File: config.mk
export PLATFORM = sky130hd
export DESIGN_NAME = fetch_pc_unit
export DESIGN_NICKNAME = d
export VERILOG_FILES = /design/src/rtl/fetch_pc_unit.sv
export SDC_FILE = /design/constraint.sdc
export NUM_CORES = 1
export LEC_CHECK = 0
export CORE_MARGIN = 10
export CORE_UTILIZATION = 57
export CTS_BUF_LIST = sky130_fd_sc_hd__clkbuf_4
export DETAILED_ROUTE_END_ITERATION = 10
export MAX_ROUTING_LAYER = met4
export PLACE_DENSITY = 0.82
export SETUP_SLACK_MARGIN = 0.3
export SLEW_MARGIN = 40
export SYNTH_ARGS = -nofsm -noshare
export SYNTH_HDL_FRONTEND = slang
export SYNTH_SLANG_ARGS = --single-unit
File: constraint.sdc
create_clock -name clk -period 5.1 [get_ports clk]
set_input_delay 0.765 -clock clk [delete_from_list [all_inputs] [get_ports clk]]
set_output_delay 0.765 -clock clk [all_outputs]
set_load 0.01 [all_outputs]
File: src/rtl/fetch_pc_unit.sv
// Fetch PC generator: issues aligned fetch-block requests, tracks them in an
// in-flight FIFO and squashes responses made stale by a redirect.
module fetch_pc_unit #(
  parameter int          FETCH_W  = 4,
  parameter int          INFLIGHT = 4,
  parameter int          N_REDIR  = 2,
  parameter logic [31:0] RESET_PC = 32'h1eceb000,
  localparam int         CW       = $clog2(FETCH_W) + 1,
  localparam int         IW       = $clog2(INFLIGHT) + 1
) (
  input  logic                      clk,
  input  logic                      rst,
  input  logic [N_REDIR-1:0]        redir_valid,
  input  logic [N_REDIR-1:0][31:0]  redir_pc,
  input  logic [N_REDIR-1:0][63:0]  redir_order,
  input  logic                      stall,
  output logic                      req_valid,
  output logic [31:0]               req_addr,
  input  logic                      req_ready,
  input  logic                      resp_valid,
  output logic                      out_valid,
  output logic [31:0]               out_pc,
  output logic [63:0]               out_order,
  output logic [CW-1:0]             out_count,
  output logic [IW-1:0]             inflight_cnt
);
  localparam int OFFW = CW - 1;
  localparam int ALW  = OFFW + 2;
  localparam int PW   = IW - 1;

  typedef struct packed {
    logic [31:0]   pc;
    logic [63:0]   order;
    logic [CW-1:0] count;
  } ent_t;

  logic [31:0]         pc_q;
  logic [63:0]         order_q;
  ent_t                mem [INFLIGHT];
  logic [INFLIGHT-1:0] stale_q;
  logic [PW-1:0]       wptr, rptr;
  logic [IW-1:0]       cnt_q;

  logic [CW-1:0] off, count;
  logic [31:0]   pc_seq;
  logic          full, empty, push, pop;
  logic          redir_any;
  logic [31:0]   redir_tgt;
  logic [63:0]   redir_ord;
  ent_t          head;

  // Slot offset of pc inside its block; a 1-wide block has no offset bits.
  generate
    if (OFFW > 0) begin : g_off
      assign off = {1'b0, pc_q[ALW-1:2]};
    end else begin : g_off_none
      assign off = '0;
    end
  endgenerate

  assign count    = CW'(FETCH_W) - off;
  assign req_addr = {pc_q[31:ALW], {ALW{1'b0}}};
  assign pc_seq   = req_addr + 32'(FETCH_W * 4);

  assign full      = (cnt_q == IW'(INFLIGHT));
  assign empty     = (cnt_q == '0);
  assign req_valid = !rst && !stall && !full;
  assign push      = req_valid && req_ready;
  assign pop       = !rst && resp_valid && !empty;

  // Scan high-to-low so the lowest-indexed asserted channel wins.
  always_comb begin
    redir_any = 1'b0;
    redir_tgt = '0;
    redir_ord = '0;
    for (int k = N_REDIR - 1; k >= 0; k--) begin
      if (redir_valid[k]) begin
        redir_any = 1'b1;
        redir_tgt = redir_pc[k];
        redir_ord = redir_order[k];
      end
    end
  end

  assign head         = mem[rptr];
  assign out_valid    = pop && !stale_q[rptr] && !redir_any;
  assign out_pc       = head.pc;
  assign out_order    = head.order;
  assign out_count    = head.count;
  assign inflight_cnt = cnt_q;

  always_ff @(posedge clk) begin
    if (rst) begin
      pc_q    <= RESET_PC;
      order_q <= '0;
      wptr    <= '0;
      rptr    <= '0;
      cnt_q   <= '0;
      stale_q <= '0;
    end else begin
      if (redir_any) begin
        pc_q    <= redir_tgt;
        order_q <= redir_ord + 64'd1;
      end else if (push) begin
        pc_q    <= pc_seq;
        order_q <= order_q + 64'(count);
      end
      if (push) wptr <= wptr + 1'b1;
      if (pop)  rptr <= rptr + 1'b1;
      cnt_q <= cnt_q + IW'(push) - IW'(pop);
      // A request accepted alongside a redirect is already on the wrong path.
      if (redir_any) stale_q <= '1;
      if (push)      stale_q[wptr] <= redir_any;
    end
  end

  always_ff @(posedge clk) begin
    if (push) mem[wptr] <= '{pc: pc_q, order: order_q, count: count};
  end

  resp_on_empty: assert property (@(posedge clk) disable iff (rst) !(resp_valid && empty));

endmodule

==> results.json, run 1 <==
{
  "synth_flop_cell": "edfxtp_1",
  "synth_area_um2": 23900,
  "routed_via_density": 6.49,
  "syn-instance-count": 1839,
  "avgSynthCellArea_um2": 13.0,
  "postLayoutSetupSlackWorst_ps": 1320,
  "fin_crit_sh_pct": 74.2,
  "slew_headroom_pct": 41.0,
  "postRouteAntennaNets": 0,
  "final_util_pct": 70.9,
  "dp_hpwl_um": 52000,
  "wl_per_cell_um": 26.2,
  "critPathRequiredTime_ps": 5770,
  "cts_tree": "built",
  "power_frac_comb_pct": 22.6,
  "vias": 18400,
  "layoutNonFillerInstCount": 2834,
  "yosys_register_bits": 501,
  "drc_errors": 0,
  "ir_drop_uv": 215,
  "synth-edff-count": 392,
  "firstDrtPassIters": 7,
  "place_ws_ps": 1070,
  "cts.repair_timing.setup_buffer_count": 0,
  "power_switching_mw": 2.91,
  "post_cts_resized": 0,
  "nNetsFinal": 2410,
  "outcome": "completed",
  "rsz0062_at_grt": "false",
  "worst_hold_path_type": "input port to flop",
  "grt_overflow": 0,
  "worstPathMaxFanout": 6,
  "drt-total-wl_um": 74200,
  "synth_cell_types": 96,
  "leakage_nw": 9.72,
  "area_growth_pct": 22.2,
  "portBuffers": 330,
  "maxSlewViolCount": 0,
  "cts_sinks": 501,
  "drt_iter0_drc": 2282,
  "die_y_um": 225,
  "worstSkewPairLatency_ps": 830,
  "htree_levels": 4,
  "power.share.clock_pct": 32.5,
  "grt_pass1_wl_um": 111000,
  "tns_ps": 0,
  "critical_path_arrival_ps": 4460,
  "pin_count": 335,
  "p_per_area_nw_per_um2": 365,
  "antenna_found_initial": 7,
  "internal-power_mw": 7.71,
  "cts_buffers": 130,
  "finClkSkew_ps": 38.0,
  "async_flop_share_pct": 0,
  "grt_usage_pct": 29.7,
  "grt_pass1_vias": 18500,
  "layout-drive-gt1-share_pct": 18.3,
  "ys_warn_count": 0,
  "ctsLongestPathBuffers": 3,
  "rows": 74,
  "worstMarginPinSlew_ps": 883,
  "p_sw_share_pct": 27.4,
  "dieArea_um2": 50400,
  "min_period_ps": 3780,
  "cap_viol_max_count": 0,
  "dp_cells": 2595,
  "die_w_um": 225,
  "synth-seq-area-share_pct": 58.5,
  "core_area_um2": 41100,
  "clk_pin_slew_worst_paths_ps": 70,
  "start_util_pct": 58.0,
  "globalplace.congestion": 0.990,
  "holdBufCountCts": 0,
  "cp-end-kind": "flop",
  "setup_viol": 0,
  "hold_viol_final": 0,
  "fmax_mhz": 264,
  "pwr-share-seq_pct": 44.9,
  "root_buffer": "clkbuf_4",
  "cp-start-kind": "flop",
  "worstSetupPathType": "flop to flop",
  "grt_start_max_net_pins": 95
}
==> layout make-up <==
type | instances | area (µm²)
flip-flops and latches | 501 | 14000
fillers | 2878 | 12000
multi-input cells | 1168 | 9060
repair buffers | 362 | 3650
clock buffers | 195 | 1460
well taps | 532 | 666
clock inverters | 35 | 190
inverters | 34 | 128
diodes | 7 | 17.5
==> Yosys cell counts (all sizes together), types with 7 or more instances <==
cell    instances  area share (%)
a21oi          84             1.8
nor2b          11            0.29
buf            92             2.5
ha             12            0.63
edfxtp        392              49
o21ai          75             1.6
nand4b         23            0.92
or3             7            0.20
o22ai          10            0.26
a22oi          50             1.8
and3           30            0.79
nand3b         10            0.37
o31ai           7            0.24
clkbuf         47            0.74
nand2         149             2.3
a211oi         19            0.60
nand4          38             1.2
dfxtp         109             9.1
xor2           39             1.4
and2           14            0.37
a31oi          12            0.31
nor2          109             1.7
mux4           99             9.3
xnor2          53             1.9
nand3         103             2.2
a222oi         11            0.46
o32ai          13            0.48
nor4           18            0.74
inv            34            0.54
a22o           11            0.40
nor3           44             1.1
nand2b          9            0.24
==> sequential cells by signal (all words and copies together) (netlist names), named ones only <==
| signal | cells |
|---|---|
| inflight_cnt | 3 |
| pc_q | 32 |
| stale_q | 4 |
| mem | 392 |
| order_q | 64 |
| rptr | 2 |
| wptr | 2 |
==> final timing paths <==
path            endpoint  slack [ps]  cells after the start        from
max          order_q[56]        1320                     12     pc_q[2]
min              pc_q[1]         190                      2         rst
max reg2reg  order_q[56]        1320                     12     pc_q[2]
min reg2reg   stale_q[0]         480                      2  stale_q[0]
==> power groups by stage <==
stage	clock, mW	sequential, mW	combinational [mW]
detailed placement	0	4.93	2.32
CTS	3.52	4.84	2.34
global placement	0	4.91	2.31
finish	3.45	4.77	2.40
floorplan	0	4.75	1.33
global route	3.73	4.79	2.55
==> routing by layer <==
metal | GRT usage [%] | vias to the layer above | share of wire [%]
li1 | - | 7969 | -
met1 | 36.5 | 9040 | 38
met2 | 47.2 | 1223 | 48
met3 | 8.07 | 147 | 11
met4 | 9.91 | 0 | 2.7
met5 | - | - | 0
==> cells by family (layout without fill, tap and decap cells) <==
group                      after synthesis  in the layout  share of synthesized area, %
AOI/OAI and AO/OA                      358            358                          10.4
xor gates and xnor gates                92             92                          3.38
adders and majority gates               14             14                         0.797
buffers and inverters                  173            626                          3.74
DFF                                    501            501                          58.5
muxes                                  110            110                          9.84
other                                    1             11                        0.0157
and+or+nand+nor                        590            590                          13.4
==> layout by cell type (no fill, tap or decap), types with 25 or more instances in the layout <==
cell	Yosys	routed
dfxtp_1	109	107
nand2_1	149	148
mux4_2	99	99
buf_4	37	25
nand3_1	101	101
xnor2_1	53	53
clkbuf_4	0	195
o21ai_0	73	73
nor3_1	39	38
nor2_1	106	103
edfxtp_1	392	392
xor2_1	39	39
and3_1	30	30
nand4_1	33	33
a22oi_1	45	45
clkdlybuf4s50_1	0	327
inv_1	34	34
a21oi_1	83	83
==> per-stage QoR <==
stage	total power [mW]	cell area [µm²]	hold WS [ps]
floorplan	6.08	23900	447
global placement	7.22	27400	457
detailed placement	7.25	27400	463
CTS	10.7	29100	122
global route	11.1	29100	137
finish	10.6	29100	192
==> worst max-delay path, stage by stage (launching register included) <==
cell and delay [ps]:
dfxtp_1 540, inv_1 100, ha_1 410, inv_1 90, fa_1 410, nor2b_1 240
o21ai_1 300, nor4_4 560, buf_4 240, nand3_1 210, nor3_1 260, xnor2_1 160
o32ai_1 100
Note: power is estimated with default switching activity, not from simulation.
==> inputs of run 2 (changes only) <==
--- a/config.mk
+++ b/config.mk
@@ -6,11 +6,11 @@
 export NUM_CORES = 1
 export LEC_CHECK = 0
 export CORE_MARGIN = 10
-export CORE_UTILIZATION = 57
+export CORE_UTILIZATION = 51
 export CTS_BUF_LIST = sky130_fd_sc_hd__clkbuf_4
 export DETAILED_ROUTE_END_ITERATION = 10
 export MAX_ROUTING_LAYER = met4
-export PLACE_DENSITY = 0.82
+export PLACE_DENSITY = 0.77
 export SETUP_SLACK_MARGIN = 0.3
 export SLEW_MARGIN = 40
 export SYNTH_ARGS = -nofsm -noshare
==> constraint.sdc (replaced) <==
create_clock -name clk -period 3.4 [get_ports clk]
set_input_delay 0.51 -clock clk [delete_from_list [all_inputs] [get_ports clk]]
set_output_delay 0.51 -clock clk [all_outputs]
set_load 0.01 [all_outputs]
==> results.json, run 2 (synthesis gave the netlist of run 1 again) <==
{
  "outcome": "completed",
  "cpMaxStageDelayCell": "mux4_2",
  "vias": 18600,
  "dp_hpwl_um": 55600,
  "die_y_um": 236,
  "setup_viol": 0,
  "reg2reg_depth": 12,
  "cts_tree": "built",
  "crit_top_cell": "buf_12",
  "clk_pin_slew_worst_paths_ps": 70,
  "grt_util_met2_pct": 44.0,
  "antenna_found_initial": 10,
  "p_per_area_nw_per_um2": 532,
  "layout_commonest_cell": "edfxtp_1",
  "ctsLongestPathBuffers": 3,
  "postRouteAntennaNets": 0,
  "path_cells": "buf_12, buf_16, buf_12, mux4_2, dlygate4sd2_1",
  "rsz0062_at_grt": "true",
  "largest-register": "mem",
  "grt_start_max_net_pins": 80,
  "rows": 79,
  "pin_count": 335,
  "drc_errors": 0,
  "layout_common_cells": "edfxtp_1, clkdlybuf4s50_1, clkbuf_4",
  "layout-drive-gt1-share_pct": 21.7,
  "worstMarginPinSlew_ps": 868,
  "routed_via_density": 6.18,
  "nNetsFinal": 2490,
  "min_period_ps": 3050,
  "gr-max-usage-layer": "met2",
  "worstSkewPairLatency_ps": 890,
  "grt_use_met1_pct": 35.0,
  "cap_viol_max_count": 0,
  "cp-end-kind": "output port",
  "portBuffers": 330,
  "fmax_mhz": 328,
  "r2r_slack_ps": 420,
  "die_w_um": 236,
  "hold_viol_final": 0,
  "htree_levels": 3,
  "cts_sinks": 501,
  "grt_pass1_vias": 18700,
  "leakage_nw": 10.3,
  "hold_path.startpoint": "redir_valid[1]",
  "r2r_end": "order_q[34]",
  "drt_iter0_drc": 2064,
  "critPathRequiredTime_ps": 2890,
  "worst_path_largest_cell_delay_ps": 520,
  "finClkSkew_ps": 47.8,
  "grt_pass1_wl_um": 117000,
  "dieArea_um2": 55800,
  "slew_headroom_pct": 42.1,
  "tns_ps": 0,
  "layoutNonFillerInstCount": 3003,
  "firstDrtPassIters": 6,
  "fin_crit_sh_pct": 89.6,
  "maxSlewViolCount": 0,
  "reg_top3": "mem: 392 flops, order_q: 64 flops, pc_q: 32 flops",
  "worst_hold_path_type": "input port to flop",
  "wl_per_cell_um": 26.1,
  "rr_startpoint": "pc_q[3]",
  "use_met3_pct": 6.68,
  "cp-start-kind": "flop",
  "worstPathMaxFanout": 10,
  "critical_path_arrival_ps": 2540,
  "grt_usage_pct": 28.0,
  "area_growth_pct": 26.1,
  "worstSetupPathType": "flop to output port",
  "root_buffer": "clkbuf_4",
  "dp_cells": 2737,
  "drt-total-wl_um": 78400,
  "ir_drop_uv": 303,
  "largest_register_ffs": 392,
  "core_area_um2": 46400,
  "hold_depth": 5,
  "globalplace.congestion": 0.968,
  "grt_overflow": 0,
  "cts_buffers": 120,
  "start_util_pct": 51.5,
  "hold-path-endpoint": "order_q[0]"
}
-- run 2: changes by cell type in the layout (fill, tap and decap cells not counted), sizes merged, moves of 2 or more --
cell | previous run | this run
clkinv | 22 | 41
clkdlybuf4s15 | 0 | 18
diode | 7 | 12
buf | 35 | 122
clkinvlp | 1 | 3
inv | 44 | 37
clkbuf | 195 | 190
clkdlybuf4s50 | 327 | 229
dlygate4sd2 | 0 | 72
-- run 2: final cells by class --
cell class | instances | area, µm²
Multi-Input combinational cell | 1168 | 9140
Clock inverter | 48 | 243
Timing Repair Buffer | 452 | 4450
Antenna cell | 12 | 30.0
Inverter | 34 | 128
Clock buffer | 181 | 1360
Tap cell | 607 | 759
Sequential cell | 501 | 14000
Fill cell | 3557 | 16300
-- run 2: per-stage QoR --
stage	util [%]	area [µm²]	hold WS (ps)	total power [mW]	worst slack, ps
after CTS	64.4	29900	126	16.0	218
after global placement	60.8	28200	457	11.0	238
after floorplan	-	24000	447	9.14	114
final	64.9	30100	200	16.0	354
after detailed placement	60.8	28200	468	11.1	142
after global routing	64.9	30100	175	16.7	263
-- run 2: worst max-delay path by stage --
stage                    end  slack, ps  cells after the start
2_1_floorplan    order_q[22]        110                     17
3_3_place_gp     order_q[36]        240                     11
3_5_place_dp     order_q[56]        140                     11
4_1_cts        out_order[54]        220                      5
5_1_grt        out_order[60]        260                      5
6_report       out_order[56]        350                      5
-- run 2: per-layer routing --
layer	vias to the layer above	wire (µm)
li1	8166	-
met1	9239	32100
met2	1012	37700
met3	141	6440
met4	0	2160
met5	-	0
-- run 2: critical path: cells and delay by family (launching register included) --
kind	cells	cell delay, ps
buf+inv	4	720
mux	1	520
flops	1	390
-- run 2: repair_timing --
item,in CTS,in global routing
pin swaps,1,1
buffers inserted,9,11
endpoints found under the hold margin,3,0
cloned,2,2
endpoints found under the setup margin,112,43
gates resized for setup,122,35
hold buffers,1,0
-- run 2: report_power, final --
| part | internal (mW) | total, mW | switching [mW] | leakage (nW) |
|---|---|---|---|---|
| Combinational | 2.07 | 3.92 | 1.85 | 4.86 |
| Sequential | 6.84 | 7.09 | 0.245 | 4.50 |
| Clock | 2.53 | 4.98 | 2.44 | 0.943 |
| Total | 11.4 | 16.0 | 4.54 | 10.3 |
==> inputs of run 3 (changes only) <==
--- a/config.mk
+++ b/config.mk
@@ -5,7 +5,6 @@
 export SDC_FILE = /design/constraint.sdc
 export NUM_CORES = 1
 export LEC_CHECK = 0
-export CORE_MARGIN = 10
 export CORE_UTILIZATION = 51
 export CTS_BUF_LIST = sky130_fd_sc_hd__clkbuf_4
 export DETAILED_ROUTE_END_ITERATION = 10
==> results.json, run 3 (synthesis gave the netlist of run 1 again) <==
{
  "outcome": "completed",
  "hold_viol_final": 0,
  "grt_overflow": 0,
  "rr_startpoint": "pc_q[3]",
  "cp-start-kind": "flop",
  "critical_path_arrival_ps": 2510,
  "postLayoutSetupSlackWorst_ps": 383,
  "portBuffers": 330,
  "routed_via_density": 6.17,
  "setup_viol": 0,
  "ir_drop_uv": 433,
  "cp-end-kind": "output port",
  "reg_top3": "mem: 392 flops, order_q: 64 flops, pc_q: 32 flops",
  "largest_register_ffs": 392,
  "hold_path.startpoint": "rst",
  "drt-total-wl_um": 73700,
  "layout_common_cells": "edfxtp_1, clkdlybuf4s50_1, clkbuf_4",
  "clk_pin_slew_worst_paths_ps": 60,
  "postRouteAntennaNets": 0,
  "drc_errors": 0,
  "pin_count": 335,
  "fmax_mhz": 331,
  "min_period_ps": 3020,
  "worst_hold_path_type": "input port to flop",
  "antenna_found_initial": 6,
  "start_util_pct": 52.1,
  "layout-drive-gt1-share_pct": 21.2,
  "grt_pass1_vias": 18000,
  "worstSkewPairLatency_ps": 940,
  "dieArea_um2": 47600,
  "dp_hpwl_um": 50800,
  "wl_per_cell_um": 24.8,
  "place_ws_ps": 55.7,
  "cts_buffers": 130,
  "drt_iter0_drc": 2123,
  "fin_crit_sh_pct": 88.7,
  "core_area_um2": 45800,
  "p_per_area_nw_per_um2": 541,
  "area_growth_pct": 26.4,
  "worstSetupPathType": "flop to output port",
  "hold_depth": 3,
  "final_area_um2": 30200,
  "largest-register": "mem",
  "die_y_um": 218,
  "final_util_pct": 65.9,
  "maxSlewViolCount": 0,
  "ctsLongestPathBuffers": 3,
  "cap_viol_max_count": 0,
  "tns_ps": 0,
  "nNetsFinal": 2484,
  "layout_commonest_cell": "edfxtp_1",
  "root_buffer": "clkbuf_4",
  "hold_slack_ps": 152,
  "htree_levels": 4,
  "total_power_mw": 16.3,
  "finClkSkew_ps": 62.3,
  "grt_start_max_net_pins": 66,
  "leakage_nw": 10.5,
  "layoutNonFillerInstCount": 2974,
  "firstDrtPassIters": 7,
  "reg2reg_depth": 11,
  "slew_headroom_pct": 45.6,
  "die_w_um": 218,
  "critPathRequiredTime_ps": 2890,
  "rows": 78,
  "cts_sinks": 501,
  "rsz0062_at_grt": "true",
  "post_dp_cell_area_um2": 28100,
  "globalplace.congestion": 0.956,
  "grt_usage_pct": 32.1,
  "grt_pass1_wl_um": 110000,
  "worstPathMaxFanout": 10,
  "cts_tree": "built",
  "vias": 18300,
  "worstMarginPinSlew_ps": 816,
  "holdBufCountCts": 0,
  "dp_cells": 2722
}
==> run 3: cell count changes in the layout (fill, tap and decap cells not counted), moves of 5 or more <==
cell / before / now
buf_4: 97 / 79
inv_2: 1 / 7
clkinv_1: 34 / 19
clkinv_2: 6 / 1
dlymetal6s2s_1: 0 / 11
dlygate4sd2_1: 72 / 83
clkbuf_2: 7 / 1
clkdlybuf4s15_1: 14 / 5
clkbuf_4: 181 / 194
==> run 3: report_power, final <==
| group | switching, mW | internal (mW) | total (mW) | leakage (nW) |
|---|---|---|---|---|
| combinational | 1.80 | 2.05 | 3.84 | 4.94 |
| clock | 2.45 | 2.90 | 5.35 | 1.01 |
| sequential | 0.272 | 6.85 | 7.12 | 4.50 |
==> run 3: final timing paths <==
path                          end  slack (ps)
hold / removal    inflight_cnt[2]         150
setup reg to reg      order_q[55]         460
setup / recovery        out_pc[2]         380
hold reg to reg        stale_q[3]         480
==> run 3: final cells by class <==
cell class              count  area, µm²
inverters                  34        128
clock buffers             194       1460
flip-flops and latches    501      14000
well taps                 600        751
repair buffers            436       4460
clock inverters            32        230
fillers                  3430      15600
multi-input cells        1168       9160
diodes                      9       22.5
==> run 3: repair_timing <==
item	in CTS	in global routing
cloned	4	3
pin swaps	1	1
setup endpoints to repair	103	73
gates resized for setup	104	26
buffers inserted	7	3
==> run 3: worst max-delay path: stages (launching register included) <==
cell	delay [ps]
dfxtp_4	370
buf_12	160
buf_16	170
mux4_2	590
dlygate4sd2_1	320
==> run 3: layer usage <==
| layer | GRT usage, % | up-vias | share of wire, % |
|---|---|---|---|
| li1 | - | 8126 | - |
| met1 | 41.1 | 9102 | 40 |
| met4 | 8.44 | 0 | 1.7 |
| met2 | 51.4 | 998 | 49 |
| met5 | - | - | 0 |
| met3 | 7.59 | 115 | 9.1 |
==> RTL edit (flow settings as in run 1) <==
`N_REDIR`: 2 -> 4.
--- a/src/rtl/fetch_pc_unit.sv
+++ b/src/rtl/fetch_pc_unit.sv
@@ -3,7 +3,7 @@
 module fetch_pc_unit #(
   parameter int          FETCH_W  = 4,
   parameter int          INFLIGHT = 4,
-  parameter int          N_REDIR  = 2,
+  parameter int          N_REDIR  = 4,
   parameter logic [31:0] RESET_PC = 32'h1eceb000,
   localparam int         CW       = $clog2(FETCH_W) + 1,
   localparam int         IW       = $clog2(INFLIGHT) + 1
Interface: changed (resized redir_order, redir_pc and redir_valid); port bits go from 335 to 529. The function was not compared with the original's and may differ.
==> RTL edit against run 1 <==
  * Count of clock-buffer cells in the layout decreased by 30
  * Design area increased by 8.1%
  * Clock skew increased by 0.054 ns
  * Area after synthesis increased by 2.2%
  * Worst setup slack got worse by 0.19 ns
  * Sequential cell count unchanged
  * Critical path type is now reg -> out
  * Wire length increased by 19%
  * Power increased by 1.2%
==> RTL edit: results (changes against run 1) <==
Routing
  – Met3 WL: 9830 µm (+22%)
  – Final WL: 87900 µm (+19%)
  – Vias per cell: 6.49 (about the same)
  – Met1 wire length: 32700 µm (+15%)

Critical path
  – Worst R2R Path Depth: 11 (-1)
  – Crit Path Max Fanout: 26 (+20)
  – Critical path class: reg -> out
  – Reg2Reg Setup Slack: 1.17 ns (-0.15 ns)
  – Crit path to: out_order[57]
  – Critical Path AT: 3.21 ns (-1.25 ns)

Yosys
  – Number of library cell types mapped by synthesis: 90 (-6.3%)
  – Post-synthesis mux area share: 0.0949 (-0.00353)
  – Sequential area share after synthesis: 0.573 (-0.0125)
  – Commonest cells post-synth: edfxtp_1 (392), nor2_1 (157), dfxtp_1 (109)
  – Xor/xnor share of the synthesized area: 0.0331 (-0.000720)
  – Gate Count Post-Synth: 1883 (+2.4%)

Global route
  – GRT Util Overall: 0.344 (+0.0470)
  – Antenna violations before repair: 12 (+5)
  – GR Layer Usage met1: 0.423 (+0.0578)
  – GR Layer Usage met2: 0.550 (+0.0775)
  – Largest net degree at the start of global routing: 68 (-28%)

Place
  – Number of port buffers: 524 (+59%)
  – HPWL Detailed: 64900 µm (+25%)
  – Post-Place Cell Area: 29900 µm² (+9.2%)
  – Final GP Congestion: 0.988 (-0.25%)
  – Place WS: 0.409 ns (-0.660 ns)

Power
  – Static Leakage: 10.4 nW (+7.4%)
  – Sw Pwr: 3.15 mW (+8.2%)
  – Peak supply drop: 0.175 mV (-19%)

Final layout
  – Fraction of layout cells with a size suffix above 1: 0.152 (-0.0302)
  – Finished Layout Cells: 3081 (+8.7%)

Timing
  – Worst Skew: 0.0917 ns (+0.0537 ns)

Clocking
  – Inserted Clock Buffers: 118 (-9.2%)
  – Latest clock arrival within the worst-skew pair: 0.88 ns (+0.05 ns)

Status
  – Status: finished, final reports clean
## RTL edit: changes by cell type after synthesis, moves of 43 or more
cell / run 1 / this run
o22ai_1: 10 / 58
a221oi_1: 5 / 60
nand3_1: 101 / 58
o21ai_0: 73 / 25
nor2_1: 106 / 157
nand2_1: 149 / 92
## RTL edit: layout make-up
class	instances	area (µm²)
Timing Repair Buffer	573	5700
Sequential cell	501	14000
Fill cell	2694	10600
Tap cell	539	674
Clock inverter	60	272
Antenna cell	15	37.5
Clock buffer	165	1240
Multi-Input combinational cell	1187	9480
Inverter	41	155
## RTL edit: power by group through the flow
stage	logic [mW]	registers [mW]	clock network, mW
2_1_floorplan	1.44	4.79	0
3_3_place_gp	2.64	4.98	0
3_5_place_dp	2.74	4.94	0
4_1_cts	2.76	4.85	3.20
5_1_grt	2.90	4.86	3.42
6_report	2.76	4.84	3.16
## RTL edit: critical path: stages, from the launching register on
cell	delay (ns)
dfxtp_4	0.59
buf_12	0.29
buf_4	0.39
mux4_2	0.59
clkdlybuf4s50_1	0.52
